**src/rtl/trophy_scheduler_pkg.sv**
```systemverilog
// trophy_pkg: shared board constants and FSM state type for the trophy scheduler
package trophy_pkg;
  localparam int POS_W = 5;
  localparam int TMR_W = 8;
  localparam logic [POS_W-1:0] OFF_ROW = 5'd23;
  localparam logic [POS_W-1:0] OFF_COL = 5'd31;
  localparam logic [POS_W-1:0] ROW_MAX = 5'd15;
  localparam logic [POS_W-1:0] COL_MAX = 5'd23;
  typedef enum logic [2:0] {IDLE, SEL, REQ, CHECK, RUN} state_t;
endpackage

```
**src/rtl/trophy_scheduler_if.sv**
```systemverilog
// trophy_scheduler_if: req/vld handshake to the shared random candidate source
interface trophy_scheduler_if;
  import trophy_pkg::*;
  logic rand_req;
  logic rand_vld;
  logic [POS_W-1:0] rand_r;
  logic [POS_W-1:0] rand_c;
  modport master(output rand_req, input rand_vld, rand_r, rand_c);
  modport slave(input rand_req, output rand_vld, rand_r, rand_c);
endinterface

```
**src/rtl/trophy_respawn_timer.sv**
```systemverilog
// trophy_respawn_timer: per-slot tick countdown holding at zero
module trophy_respawn_timer import trophy_pkg::*; (
  input  logic clk,
  input  logic rst,
  input  logic load,
  input  logic [TMR_W-1:0] load_val,
  input  logic tick,
  input  logic en,
  output logic zero
);
  logic [TMR_W-1:0] cnt;
  always_ff @(posedge clk)
    if (rst) cnt <= '0;
    else if (load) cnt <= load_val;
    else if (tick && en && !zero) cnt <= cnt - 1'b1;
  assign zero = cnt == '0;
endmodule

```
**src/rtl/trophy_scheduler.sv**
```systemverilog
// trophy_scheduler: places, collects, scores and respawns trophies from a shared random source
module trophy_scheduler import trophy_pkg::*; #(
  parameter int NUM = 3,
  parameter int RESPAWN_TICKS = 4,
  parameter int MAX_RETRY = 8
) (
  input  logic clk,
  input  logic rst,
  input  logic game_start,
  input  logic game_end,
  input  logic tick,
  input  logic [POS_W-1:0] row,
  input  logic [POS_W-1:0] column,
  trophy_scheduler_if.master rnd,
  output logic [NUM-1:0] trophy_valid,
  output logic [POS_W*NUM-1:0] trophy_r_flat,
  output logic [POS_W*NUM-1:0] trophy_c_flat,
  output logic [7:0] score,
  output logic collect_pulse,
  output logic all_placed
);
  localparam int IW = NUM > 1 ? $clog2(NUM) : 1;
  localparam logic [7:0] RETRY_LIM = 8'(MAX_RETRY - 1);
  state_t state, state_n;
  logic [NUM-1:0][POS_W-1:0] tr_r, tr_c, tr_r_n, tr_c_n;
  logic [NUM-1:0] valid_n, pending, pending_n, tload, zero, hit, elig;
  logic [7:0] score_n, retry, retry_n;
  logic [IW-1:0] sel, sel_n, hit_idx, elig_idx;
  logic [POS_W-1:0] cand_r, cand_c, cand_r_n, cand_c_n;
  logic [TMR_W-1:0] tval;
  logic deferred, deferred_n, pulse_n, reject, req;
  assign rnd.rand_req = req;
  assign trophy_r_flat = tr_r;
  assign trophy_c_flat = tr_c;
  assign all_placed = &trophy_valid;
  assign tval = game_start ? '0 : TMR_W'(RESPAWN_TICKS);
  for (genvar t = 0; t < NUM; t++) begin : g_tmr
    trophy_respawn_timer u_tmr (
      .clk(clk), .rst(rst), .load(tload[t]), .load_val(tval),
      .tick(tick), .en(pending[t]), .zero(zero[t])
    );
  end
  // Descending scan so the lowest matching index wins.
  always_comb begin
    hit = '0;
    elig = '0;
    hit_idx = '0;
    elig_idx = '0;
    reject = cand_r > ROW_MAX || cand_c > COL_MAX || (cand_r == row && cand_c == column);
    for (int i = NUM - 1; i >= 0; i--) begin
      hit[i] = trophy_valid[i] && tr_r[i] == row && tr_c[i] == column;
      elig[i] = pending[i] && zero[i];
      if (hit[i]) hit_idx = IW'(i);
      if (elig[i]) elig_idx = IW'(i);
      if (trophy_valid[i] && tr_r[i] == cand_r && tr_c[i] == cand_c) reject = 1'b1;
    end
  end
  always_comb begin
    state_n = state;
    valid_n = trophy_valid;
    tr_r_n = tr_r;
    tr_c_n = tr_c;
    score_n = score;
    pending_n = pending;
    retry_n = retry;
    sel_n = sel;
    cand_r_n = cand_r;
    cand_c_n = cand_c;
    deferred_n = deferred && !tick;
    pulse_n = 1'b0;
    tload = '0;
    if (game_end) begin
      state_n = IDLE;
      valid_n = '0;
      tr_r_n = {NUM{OFF_ROW}};
      tr_c_n = {NUM{OFF_COL}};
      deferred_n = 1'b0;
    end else if (game_start) begin
      state_n = SEL;
      valid_n = '0;
      tr_r_n = {NUM{OFF_ROW}};
      tr_c_n = {NUM{OFF_COL}};
      pending_n = '1;
      tload = '1;
      score_n = '0;
      retry_n = '0;
      deferred_n = 1'b0;
    end else begin
      if (state != IDLE && |hit) begin
        valid_n[hit_idx] = 1'b0;
        tr_r_n[hit_idx] = OFF_ROW;
        tr_c_n[hit_idx] = OFF_COL;
        pending_n[hit_idx] = 1'b1;
        tload[hit_idx] = 1'b1;
        score_n = score + {7'd0, score != 8'hff};
        pulse_n = 1'b1;
      end
      case (state)
        SEL: begin
          sel_n = elig_idx;
          state_n = |elig ? REQ : RUN;
        end
        REQ: if (rnd.rand_vld && req) begin
          cand_r_n = rnd.rand_r;
          cand_c_n = rnd.rand_c;
          state_n = CHECK;
        end
        CHECK: if (!reject) begin
          tr_r_n[sel] = cand_r;
          tr_c_n[sel] = cand_c;
          valid_n[sel] = 1'b1;
          pending_n[sel] = 1'b0;
          retry_n = '0;
          state_n = SEL;
        end else if (retry < RETRY_LIM) begin
          retry_n = retry + 1'b1;
          state_n = REQ;
        end else begin
          retry_n = '0;
          deferred_n = 1'b1;
          state_n = RUN;
        end
        // A deferred slot waits for the next tick instead of hammering the source.
        RUN: if (|elig && (tick || !deferred)) state_n = SEL;
        default: ;
      endcase
    end
  end
  always_ff @(posedge clk) state <= rst ? IDLE : state_n;
  always_ff @(posedge clk)
    if (rst) begin
      trophy_valid <= '0;
      tr_r <= {NUM{OFF_ROW}};
      tr_c <= {NUM{OFF_COL}};
      score <= '0;
      collect_pulse <= 1'b0;
      pending <= '0;
      retry <= '0;
      sel <= '0;
      cand_r <= '0;
      cand_c <= '0;
      deferred <= 1'b0;
      req <= 1'b0;
    end else begin
      trophy_valid <= valid_n;
      tr_r <= tr_r_n;
      tr_c <= tr_c_n;
      score <= score_n;
      collect_pulse <= pulse_n;
      pending <= pending_n;
      retry <= retry_n;
      sel <= sel_n;
      cand_r <= cand_r_n;
      cand_c <= cand_c_n;
      deferred <= deferred_n;
      req <= state_n == REQ;
    end
endmodule

```
**src/flat_wrapper.sv**
```systemverilog
// flat-port wrapper written by rule: the top's interface ports become plain ports
module trophy_scheduler_flat import trophy_pkg::*;
#(
  parameter int NUM = 3,
  parameter int RESPAWN_TICKS = 4,
  parameter int MAX_RETRY = 8
)
  (clk, rst, game_start, game_end, tick, row, column, trophy_valid, trophy_r_flat, trophy_c_flat, score, collect_pulse, all_placed, rnd_rand_req, rnd_rand_vld, rnd_rand_r, rnd_rand_c);
  trophy_scheduler_if rnd_i ();
  input  logic clk;
  input  logic rst;
  input  logic game_start;
  input  logic game_end;
  input  logic tick;
  input  logic [POS_W-1:0] row;
  input  logic [POS_W-1:0] column;
  output logic [NUM-1:0] trophy_valid;
  output logic [POS_W*NUM-1:0] trophy_r_flat;
  output logic [POS_W*NUM-1:0] trophy_c_flat;
  output logic [7:0] score;
  output logic collect_pulse;
  output logic all_placed;
  output wire logic [$bits(rnd_i.rand_req)-1:0] rnd_rand_req;
  input wire logic [$bits(rnd_i.rand_vld)-1:0] rnd_rand_vld;
  input wire logic [$bits(rnd_i.rand_r)-1:0] rnd_rand_r;
  input wire logic [$bits(rnd_i.rand_c)-1:0] rnd_rand_c;
  assign rnd_rand_req = rnd_i.rand_req;
  assign rnd_i.rand_vld = rnd_rand_vld;
  assign rnd_i.rand_r = rnd_rand_r;
  assign rnd_i.rand_c = rnd_rand_c;
  trophy_scheduler #(.NUM(NUM), .RESPAWN_TICKS(RESPAWN_TICKS), .MAX_RETRY(MAX_RETRY)) u_core (.clk(clk), .rst(rst), .game_start(game_start), .game_end(game_end), .tick(tick), .row(row), .column(column), .rnd(rnd_i), .trophy_valid(trophy_valid), .trophy_r_flat(trophy_r_flat), .trophy_c_flat(trophy_c_flat), .score(score), .collect_pulse(collect_pulse), .all_placed(all_placed));
endmodule
```
**config.mk**
```make
export PLATFORM = sky130hd
export DESIGN_NAME = trophy_scheduler_flat
export DESIGN_NICKNAME = d
export VERILOG_FILES = /design/src/rtl/trophy_scheduler_pkg.sv /design/src/rtl/trophy_scheduler_if.sv /design/src/rtl/trophy_respawn_timer.sv /design/src/rtl/trophy_scheduler.sv /design/src/flat_wrapper.sv
export SDC_FILE = /design/constraint.sdc
export NUM_CORES = 1
export LEC_CHECK = 0
export BUFFER_PORTS_ARGS = -buffer_cell sky130_fd_sc_hd__buf_4
export CORE_MARGIN = 4
export CORE_UTILIZATION = 30
export CTS_BUF_LIST = sky130_fd_sc_hd__clkbuf_4 sky130_fd_sc_hd__clkbuf_8
export DETAILED_ROUTE_END_ITERATION = 7
export SYNTH_ARGS = -nofsm -noshare
export SYNTH_HDL_FRONTEND = slang
export SYNTH_SLANG_ARGS = --single-unit
```
**constraint.sdc**
```tcl
create_clock -name clk -period 5.05 [get_ports clk]
set_clock_uncertainty 0.15 [all_clocks]
set_input_delay 1.515 -clock clk [delete_from_list [all_inputs] [get_ports clk]]
set_output_delay 1.515 -clock clk [all_outputs]
set_load 0.005 [all_outputs]
```
==> flow_summary.toml, run 1 <==
[outcome]
status = "completed"

[clock_network]
clk_latency_ps = 380
cts_resized = 0
h-tree-depth = 3
holdBufCountCts = 0
tritoncts = "yes"
postCtsSetupBuffers = 0
cts.clk_slew.worst_paths_ps = 90
cts_buffers = 9
clock_path_buffers = 2
cts_root_buf = "clkbuf_8"
numClockSinks = 94

[global_route]
grt.busiest_layer = "met2"
grt_pass1_vias = 4207
gr-total-overflow = 0
antenna_found_initial = 0
track_usage = 0.153
grt_use_met3 = 0.0324
grt_max_degree = 25
use_met1 = 0.214
use_met2 = 0.233
grt_pass1_wl_mm = 22.7

[floorplanning]
die_x_um = 137
floorplan.initialDensity = 0.310
dieArea_um2 = 18800
core_area_um2 = 16100
num_rows = 46
die_h_um = 137
boundaryPins = 70

[timing]
max_freq_ghz = 0.298
fin_setup_tns_ps = 0
final-hold-violation-count = 0
fin_crit_sh = 0.665
setup_viol = 0
final-max-slew-violation-count = 0
worst_slew_pin_slew_ps = 1010
rsz0062_at_grt = "no"
fin_crit_ps = 3360
slew_headroom = 0.324

[pwr]
pwr-share-comb = 0.070
p_per_area_nw_per_um2 = 243
p_total_mw = 1.42
power_leakage_nw = 2.10
ir_drop_v = 0.0000904
pwr-share-seq = 0.530
p_sw_frac = 0.240
p_clk_frac = 0.399
p_sw_mw = 0.339
internal_power_mw = 1.08

[synth]
synth_nets = 629
synth_seq_area_share = 0.377
ys_ff_latch = 94
synth.largest_area_cell = "dfxtp_1"
synthCells = 594
synth-edff-count = 0
ys_types = 58
syn_area_um2 = 5000
synth_warnings = 0
syn_area_per_cell_um2 = 8.41
synth_ff_type = "dfxtp_1"
synth_area_leaders = "dfxtp_1 38%, xnor2_1 14%, nor2_1 6.2%, nor3_1 3.4%, nand4_1 3.4%"
synthArstFlopShare = 0
netlist.area_leader.share = 0.377

[layout]
multi_input_area_um2 = 2870
post-route-util = 0.362
final_layout_size_suffix_gt1_frac = 0.162
layout_common_cells = "94 x dfxtp_1, 82 x nor2_1, 78 x xnor2_1, 72 x buf_4, 34 x nor3_1"
syn_to_final_growth_pct = 16.8
mostFrequentLayoutCell = "dfxtp_1"
fill_cells = 1668
nNetsFinal = 677
regArea_um2 = 1880
diodes = 0

[worst_setup_path]
arrival_ps = 3480
cp_max_fo = 13
critPathKind = "primary input to flop"
required_ps = 5170
endpoint_kind = "flop"
start_kind = "primary input"

[flow_run]
cap_violations = 0

[placement]
hpwlAfterDp_mm = 10.6
routabilityCongestion = 0.882
port_buffers = 69

[detailed_routing]
wl_mm = 13.9
drtPass1Iterations = 4
drtIter0Drc = 340
drc = 0
wl_per_cell_um = 16.1
via_per_inst = 5.07
ant_nets = 0
vias = 4378

[min_path]
min_path_type = "flop to flop"
## cell families after synthesis
| logic type | synth area share |
|---|---|
| AO/OA/AOI/OAI | 0.113 |
| buffers and inverters | 0.0496 |
| flip-flops | 0.377 |
| XOR/XNOR | 0.159 |
| adder cells (fa/ha/maj) | 0.0225 |
| AND/OR/NAND/NOR | 0.259 |
| multiplexers | 0.0200 |
## cell usage after synthesis, types with 10 or more instances
library cell / number
o21ai_0: 20
or3_1: 12
a21oi_1: 20
or2_2: 10
nand3_1: 21
mux2i_1: 10
nand4_1: 27
xor2_1: 13
clkbuf_1: 11
dfxtp_1: 94
inv_1: 14
nor3_1: 34
nand2_1: 32
buf_2: 11
xnor2_1: 78
nor2_1: 82
## per-stage QoR
step           instances  worst slack [ps]  hold WS [ps]  area (um^2)
2_1_floorplan        594              1500           275         5000
3_3_place_gp         847              1330           297         5610
3_5_place_dp         847              1330           301         5610
4_1_cts              863              1730           323         5840
5_1_grt              863              1400           347         5840
6_report             863              1690           317         5840
## registers in the layout, summed over array words and instances, names as in the netlist
register	flops
u_core.collect_pulse	1
u_core.trophy_r_flat	15
u_core.pending	3
u_core.sel	2
u_core.g_tmr.u_tmr.cnt	24
u_core.cand_c	5
u_core.trophy_valid	3
u_core.retry	8
u_core.cand_r	5
u_core.state	3
u_core.rnd.rand_req	1
u_core.deferred	1
u_core.score	8
u_core.trophy_c_flat	15
## final cells by class
cell class / instances / share of cell area
clock buffer: 10 / 0.0236
clock inverter: 6 / 0.0146
inverter: 14 / 0.00901
multi-input combinational: 451 / 0.491
sequential: 94 / 0.322
tap: 216 / 0.0463
timing repair buffer: 72 / 0.0926
## final timing paths
| check | cells past startpoint | from | slack (ps) | endpoint |
|---|---|---|---|---|
| max | 8 | column[2] | 1690 | u_core.trophy_r_flat[10]$_SDFF_PP1_ |
| min | 2 | u_core.retry[3]$_SDFFE_PP0P_ | 320 | u_core.retry[3]$_SDFFE_PP0P_ |
| max reg2reg | 6 | u_core.cand_c[0]$_SDFFE_PP0P_ | 1990 | u_core.trophy_r_flat[10]$_SDFF_PP1_ |
| min reg2reg | 2 | u_core.retry[3]$_SDFFE_PP0P_ | 320 | u_core.retry[3]$_SDFFE_PP0P_ |
## critical path: stages
cell and delay (ps):
buf_4 140, xnor2_1 140, nand4_1 120, nor4_1 320, or3_1 310, or3_1 460, nand2_2 240, o32a_1 230
## power by group through the flow
| stage | combinational (mW) | clock (mW) | sequential, mW |
|---|---|---|---|
| after global routing | 0.110 | 0.607 | 0.753 |
| after floorplan | 0.0660 | 0 | 0.767 |
| after detailed placement | 0.0985 | 0 | 0.769 |
| final | 0.0994 | 0.566 | 0.752 |
| after CTS | 0.0990 | 0.579 | 0.752 |
| after global placement | 0.0982 | 0 | 0.769 |
## layer usage
layer | vias to the layer above | routed length, um
met4 | 0 | 252
met2 | 123 | 6090
li1 | 2168 | -
met5 | - | 0
met3 | 20 | 853
met1 | 2067 | 6690
No activity file was read; power rests on OpenSTA's default activity.
==> run 2, diff against run 1 <==
==> constraint.sdc (replaced) <==
create_clock -name clk -period 3.3 [get_ports clk]
set_clock_uncertainty 0.15 [all_clocks]
set_input_delay 0.99 -clock clk [delete_from_list [all_inputs] [get_ports clk]]
set_output_delay 0.99 -clock clk [all_outputs]
set_load 0.005 [all_outputs]
==> run 2 against run 1 <==
Against the previous run: combinational power grew 54%; worst setup slack worse by 1300 ps; first-iteration DRC count down 20%; design area increased by 1.1%; critical endpoint is now u_core.trophy_r_flat[4]$_SDFF_PP1_; highest routed layer unchanged; largest power group unchanged; critical path depth fell by 1.
==> flow_summary.toml, run 2 (synthesized netlist as in run 1, its figures left out) <==
[outcome]
status = "completed"

[floorplanning]
die_x_um = 137
num_rows = 46
dieArea_um2 = 18800
floorplan.initialDensity = 0.310
core_area_um2 = 16100
die_h_um = 137
boundaryPins = 70

[global_route]
grt_max_degree = 24
gr-total-overflow = 0
grt_use_met3 = 0.0338
grt.busiest_layer = "met2"
grt_pass1_wl_mm = 22.2
track_usage = 0.153
use_met2 = 0.232
antenna_found_initial = 0
use_met1 = 0.211
grt_pass1_vias = 4035

[clock_network]
numClockSinks = 94
tritoncts = "yes"
cts_buffers = 9
h-tree-depth = 3
postCtsSetupBuffers = 0
cts_resized = 0
cts.clk_slew.worst_paths_ps = 90
holdBufCountCts = 0
clk_latency_ps = 380
clock_path_buffers = 2
cts_root_buf = "clkbuf_8"

[worst_setup_path]
path_cells = "xnor2_1 -> nand4_1 -> o31ai_1 -> buf_4 -> or4_1 -> nor2_1 -> o21ai_0"
required_ps = 3380
r2r_slack_ps = 410
crit_slowest_cell = "dfxtp_1"
max_stage_delay_ps = 710
cp_top_family = "simple AND/OR/NAND/NOR gates"
crit_buf_inv = 1
critPathKind = "flop to flop"
cp_max_fo = 10
arrival_ps = 2970
endpoint_kind = "flop"
start_kind = "flop"

[layout]
post-route-util = 0.366
nNetsFinal = 687
diodes = 0
fill_cells = 1684
largest_register = "u_core.g_tmr.u_tmr.cnt"
layout_common_cells = "94 x dfxtp_1, 82 x nor2_1, 82 x buf_4, 78 x xnor2_1, 34 x nor3_1"
largest_reg_flops = 24
final_layout_size_suffix_gt1_frac = 0.173
mostFrequentLayoutCell = "dfxtp_1"
syn_to_final_growth_pct = 18.0

[pwr]
pwr-share-comb = 0.071
p_per_area_nw_per_um2 = 363
power_leakage_nw = 2.15
ir_drop_v = 0.000163
pwr-share-seq = 0.537
p_sw_mw = 0.499
p_clk_frac = 0.392
internal_power_mw = 1.64
p_sw_frac = 0.233

[detailed_routing]
ant_nets = 0
wl_per_cell_um = 16.1
via_per_inst = 4.99
drc = 0
wl_mm = 14.1
drtPass1Iterations = 4
drtIter0Drc = 271
vias = 4350

[timing]
max_freq_ghz = 0.346
rsz0062_at_grt = "no"
worst_slew_pin_slew_ps = 888
slew_headroom = 0.400
setup_viol = 0
final-max-slew-violation-count = 0
final-hold-violation-count = 0
fin_crit_ps = 2890
fin_crit_sh = 0.876
fin_setup_tns_ps = 0

[placement]
hpwlAfterDp_mm = 10.6
routabilityCongestion = 0.907
port_buffers = 69

[min_path]
min_path_type = "flop to flop"

[flow_run]
cap_violations = 0
-- run 2: worst paths after layout --
path,startpoint,end,cells after the start
max,u_core.cand_c[3]$_SDFFE_PP0P_,u_core.trophy_r_flat[4]$_SDFF_PP1_,7
min,u_core.retry[6]$_SDFFE_PP0P_,u_core.retry[6]$_SDFFE_PP0P_,1
max reg2reg,u_core.cand_c[3]$_SDFFE_PP0P_,u_core.trophy_r_flat[4]$_SDFF_PP1_,7
min reg2reg,u_core.retry[6]$_SDFFE_PP0P_,u_core.retry[6]$_SDFFE_PP0P_,1
-- run 2: final cells by class --
| class | count | area, um^2 | share of cell area |
|---|---|---|---|
| clock buffer | 10 | 138 | 0.0233 |
| clock inverter | 4 | 72.6 | 0.0123 |
| inverter | 14 | 52.6 | 0.00891 |
| multi-input combinational | 451 | 2870 | 0.486 |
| sequential | 94 | 1880 | 0.319 |
| tap | 216 | 270 | 0.0458 |
| timing repair buffer | 82 | 616 | 0.104 |
-- run 2: stage by stage --
stage | power, mW | setup WS [ps] | area (um^2) | cells | hold slack, ps
after floorplan | 1.27 | 277 | 5000 | 594 | 275
after global placement | 1.33 | 199 | 5690 | 857 | 297
after detailed placement | 1.33 | 165 | 5690 | 857 | 299
after CTS | 2.17 | 471 | 5900 | 871 | 323
after global routing | 2.22 | 92.9 | 5900 | 871 | 351
final | 2.14 | 408 | 5900 | 871 | 318
-- run 2: per-layer routing --
metal  up-vias  part of all wire
met5         -                 0
met4         0             0.017
met3        13             0.058
met2       100              0.44
met1      2047              0.49
li1       2190                 -
-- run 2: power groups by stage --
| stage | clock [mW] | sequential [mW] | combinational (mW) |
|---|---|---|---|
| floorplan | 0 | 1.17 | 0.101 |
| global placement | 0 | 1.18 | 0.152 |
| detailed placement | 0 | 1.18 | 0.152 |
| CTS | 0.869 | 1.15 | 0.152 |
| global route | 0.904 | 1.15 | 0.167 |
| finish | 0.839 | 1.15 | 0.153 |
==> run 3, diff against run 2 <==
--- a/config.mk
+++ b/config.mk
@@ -10,6 +10,7 @@
 export CORE_UTILIZATION = 30
 export CTS_BUF_LIST = sky130_fd_sc_hd__clkbuf_4 sky130_fd_sc_hd__clkbuf_8
 export DETAILED_ROUTE_END_ITERATION = 7
+export REMOVE_ABC_BUFFERS = 1
 export SYNTH_ARGS = -nofsm -noshare
 export SYNTH_HDL_FRONTEND = slang
 export SYNTH_SLANG_ARGS = --single-unit
==> run 3 against run 2 <==
Against the previous run: combinational power about the same; sequential share of layout area grew 0.10 points; via count increased by 1.5%; count of clock-buffer cells in the layout rose by 1; cell count is 0.34% higher; die area is the same; largest power group unchanged.
==> flow_summary.toml, run 3 (synthesized netlist as in run 1, its figures left out) <==
[layout]
diodes = 0
largest_reg_flops = 24
multi_input_area_um2 = 2870
final_layout_size_suffix_gt1_frac = 0.176
fill_cells = 1730
largest_register = "u_core.g_tmr.u_tmr.cnt"
nNetsFinal = 688
layout_common_cells = "94 x dfxtp_1, 83 x buf_4, 82 x nor2_1, 78 x xnor2_1, 34 x nor3_1"
syn_to_final_growth_pct = 17.7
fin_area_um2 = 5880
mostFrequentLayoutCell = "dfxtp_1"
regArea_um2 = 1880

[detailed_routing]
vias = 4414
drtPass1Iterations = 5
ant_nets = 0
wl_per_cell_um = 16.0
via_per_inst = 5.05
drtIter0Drc = 411
drc = 0
wl_mm = 14.0

[worst_setup_path]
required_ps = 3410
max_stage_delay_ps = 430
cp.depth = 8
start_kind = "primary input"
rr_worst_depth = 7
cp_top_family = "simple AND/OR/NAND/NOR gates"
crit_buf_inv = 1
crit_slowest_cell = "or3_1"
path_cells = "buf_4 -> xnor2_1 -> nand4_1 -> nor4_1 -> or3_1 -> or3_1 -> nand2_2 -> o32a_1"
cp_max_fo = 13
arrival_ps = 2870
endpoint_kind = "flop"
critPathKind = "primary input to flop"
path_common_cell = "or3_1"

[timing]
fin_crit_sh = 0.836
final-max-slew-violation-count = 0
slew_headroom = 0.363
max_freq_ghz = 0.362
worst_slew_pin_slew_ps = 943
final-hold-violation-count = 0
rsz0062_at_grt = "no"
setup_viol = 0
fin_crit_ps = 2760
fin_setup_tns_ps = 0

[placement]
hpwlAfterDp_mm = 10.7
placed_cell_area_um2 = 5700
port_buffers = 69
routabilityCongestion = 0.911

[global_route]
grt_pass1_wl_mm = 22.3
grt_pass1_vias = 4114
gr-total-overflow = 0
track_usage = 0.154
antenna_found_initial = 0
grt_max_degree = 21

[clock_network]
postCtsSetupBuffers = 0
numClockSinks = 94
cts_root_buf = "clkbuf_8"
cts_resized = 0
holdBufCountCts = 0
clk_latency_ps = 380
cts_buffers = 9
clock_path_buffers = 2
tritoncts = "yes"
cts.clk_slew.worst_paths_ps = 90
h-tree-depth = 3

[flow_run]
cap_violations = 0

[pwr]
ir_drop_v = 0.000146
p_per_area_nw_per_um2 = 345
power_leakage_nw = 2.15

[floorplanning]
num_rows = 46
core_area_um2 = 16100
dieArea_um2 = 18800
die_h_um = 137
boundaryPins = 70
floorplan.initialDensity = 0.310
die_x_um = 137

[outcome]
status = "completed"

[min_path]
hold_depth = 1
min_path_type = "flop to flop"
run 3: routing by layer:
metal,track usage,share of wire,up-vias
met5,0,0,-
met1,0.217,0.48,2071
met2,0.228,0.44,132
met4,0.0632,0.018,0
met3,0.0294,0.062,19
li1,-,-,2192
run 3: where the power goes:
part / internal, mW / switching (mW)
clock network: 0.315 / 0.407
logic: 0.0663 / 0.0875
registers: 1.14 / 0.00863
run 3: worst paths after layout:
path | start | end | slack (ps)
hold reg to reg | u_core.retry[6]$_SDFFE_PP0P_ | u_core.retry[6]$_SDFFE_PP0P_ | 320
setup reg to reg | u_core.cand_c[4]$_SDFFE_PP0P_ | u_core.trophy_c_flat[10]$_SDFF_PP1_ | 570
hold / removal | u_core.retry[6]$_SDFFE_PP0P_ | u_core.retry[6]$_SDFFE_PP0P_ | 320
setup / recovery | column[1] | u_core.trophy_c_flat[10]$_SDFF_PP1_ | 540
run 3: final cells by class:
cell class,instances,share of cell area
clock buffers,11,0.0258
clock inverters,5,0.00553
inverters,14,0.00894
multi-input cells,451,0.488
flip-flops and latches,94,0.320
well taps,216,0.0460
repair buffers,83,0.106
run 3: per-stage QoR:
| stage | power, mW | setup WS, ps | cells | hold slack (ps) | utilization |
|---|---|---|---|---|---|
| floorplan | 1.26 | 448 | 559 | 275 | - |
| detailed placement | 1.33 | 166 | 858 | 296 | 0.353 |
| global placement | 1.33 | 191 | 858 | 298 | 0.353 |
| finish | 2.03 | 541 | 874 | 318 | 0.365 |
| CTS | 2.06 | 566 | 874 | 323 | 0.365 |
| global route | 2.13 | 349 | 874 | 345 | 0.365 |
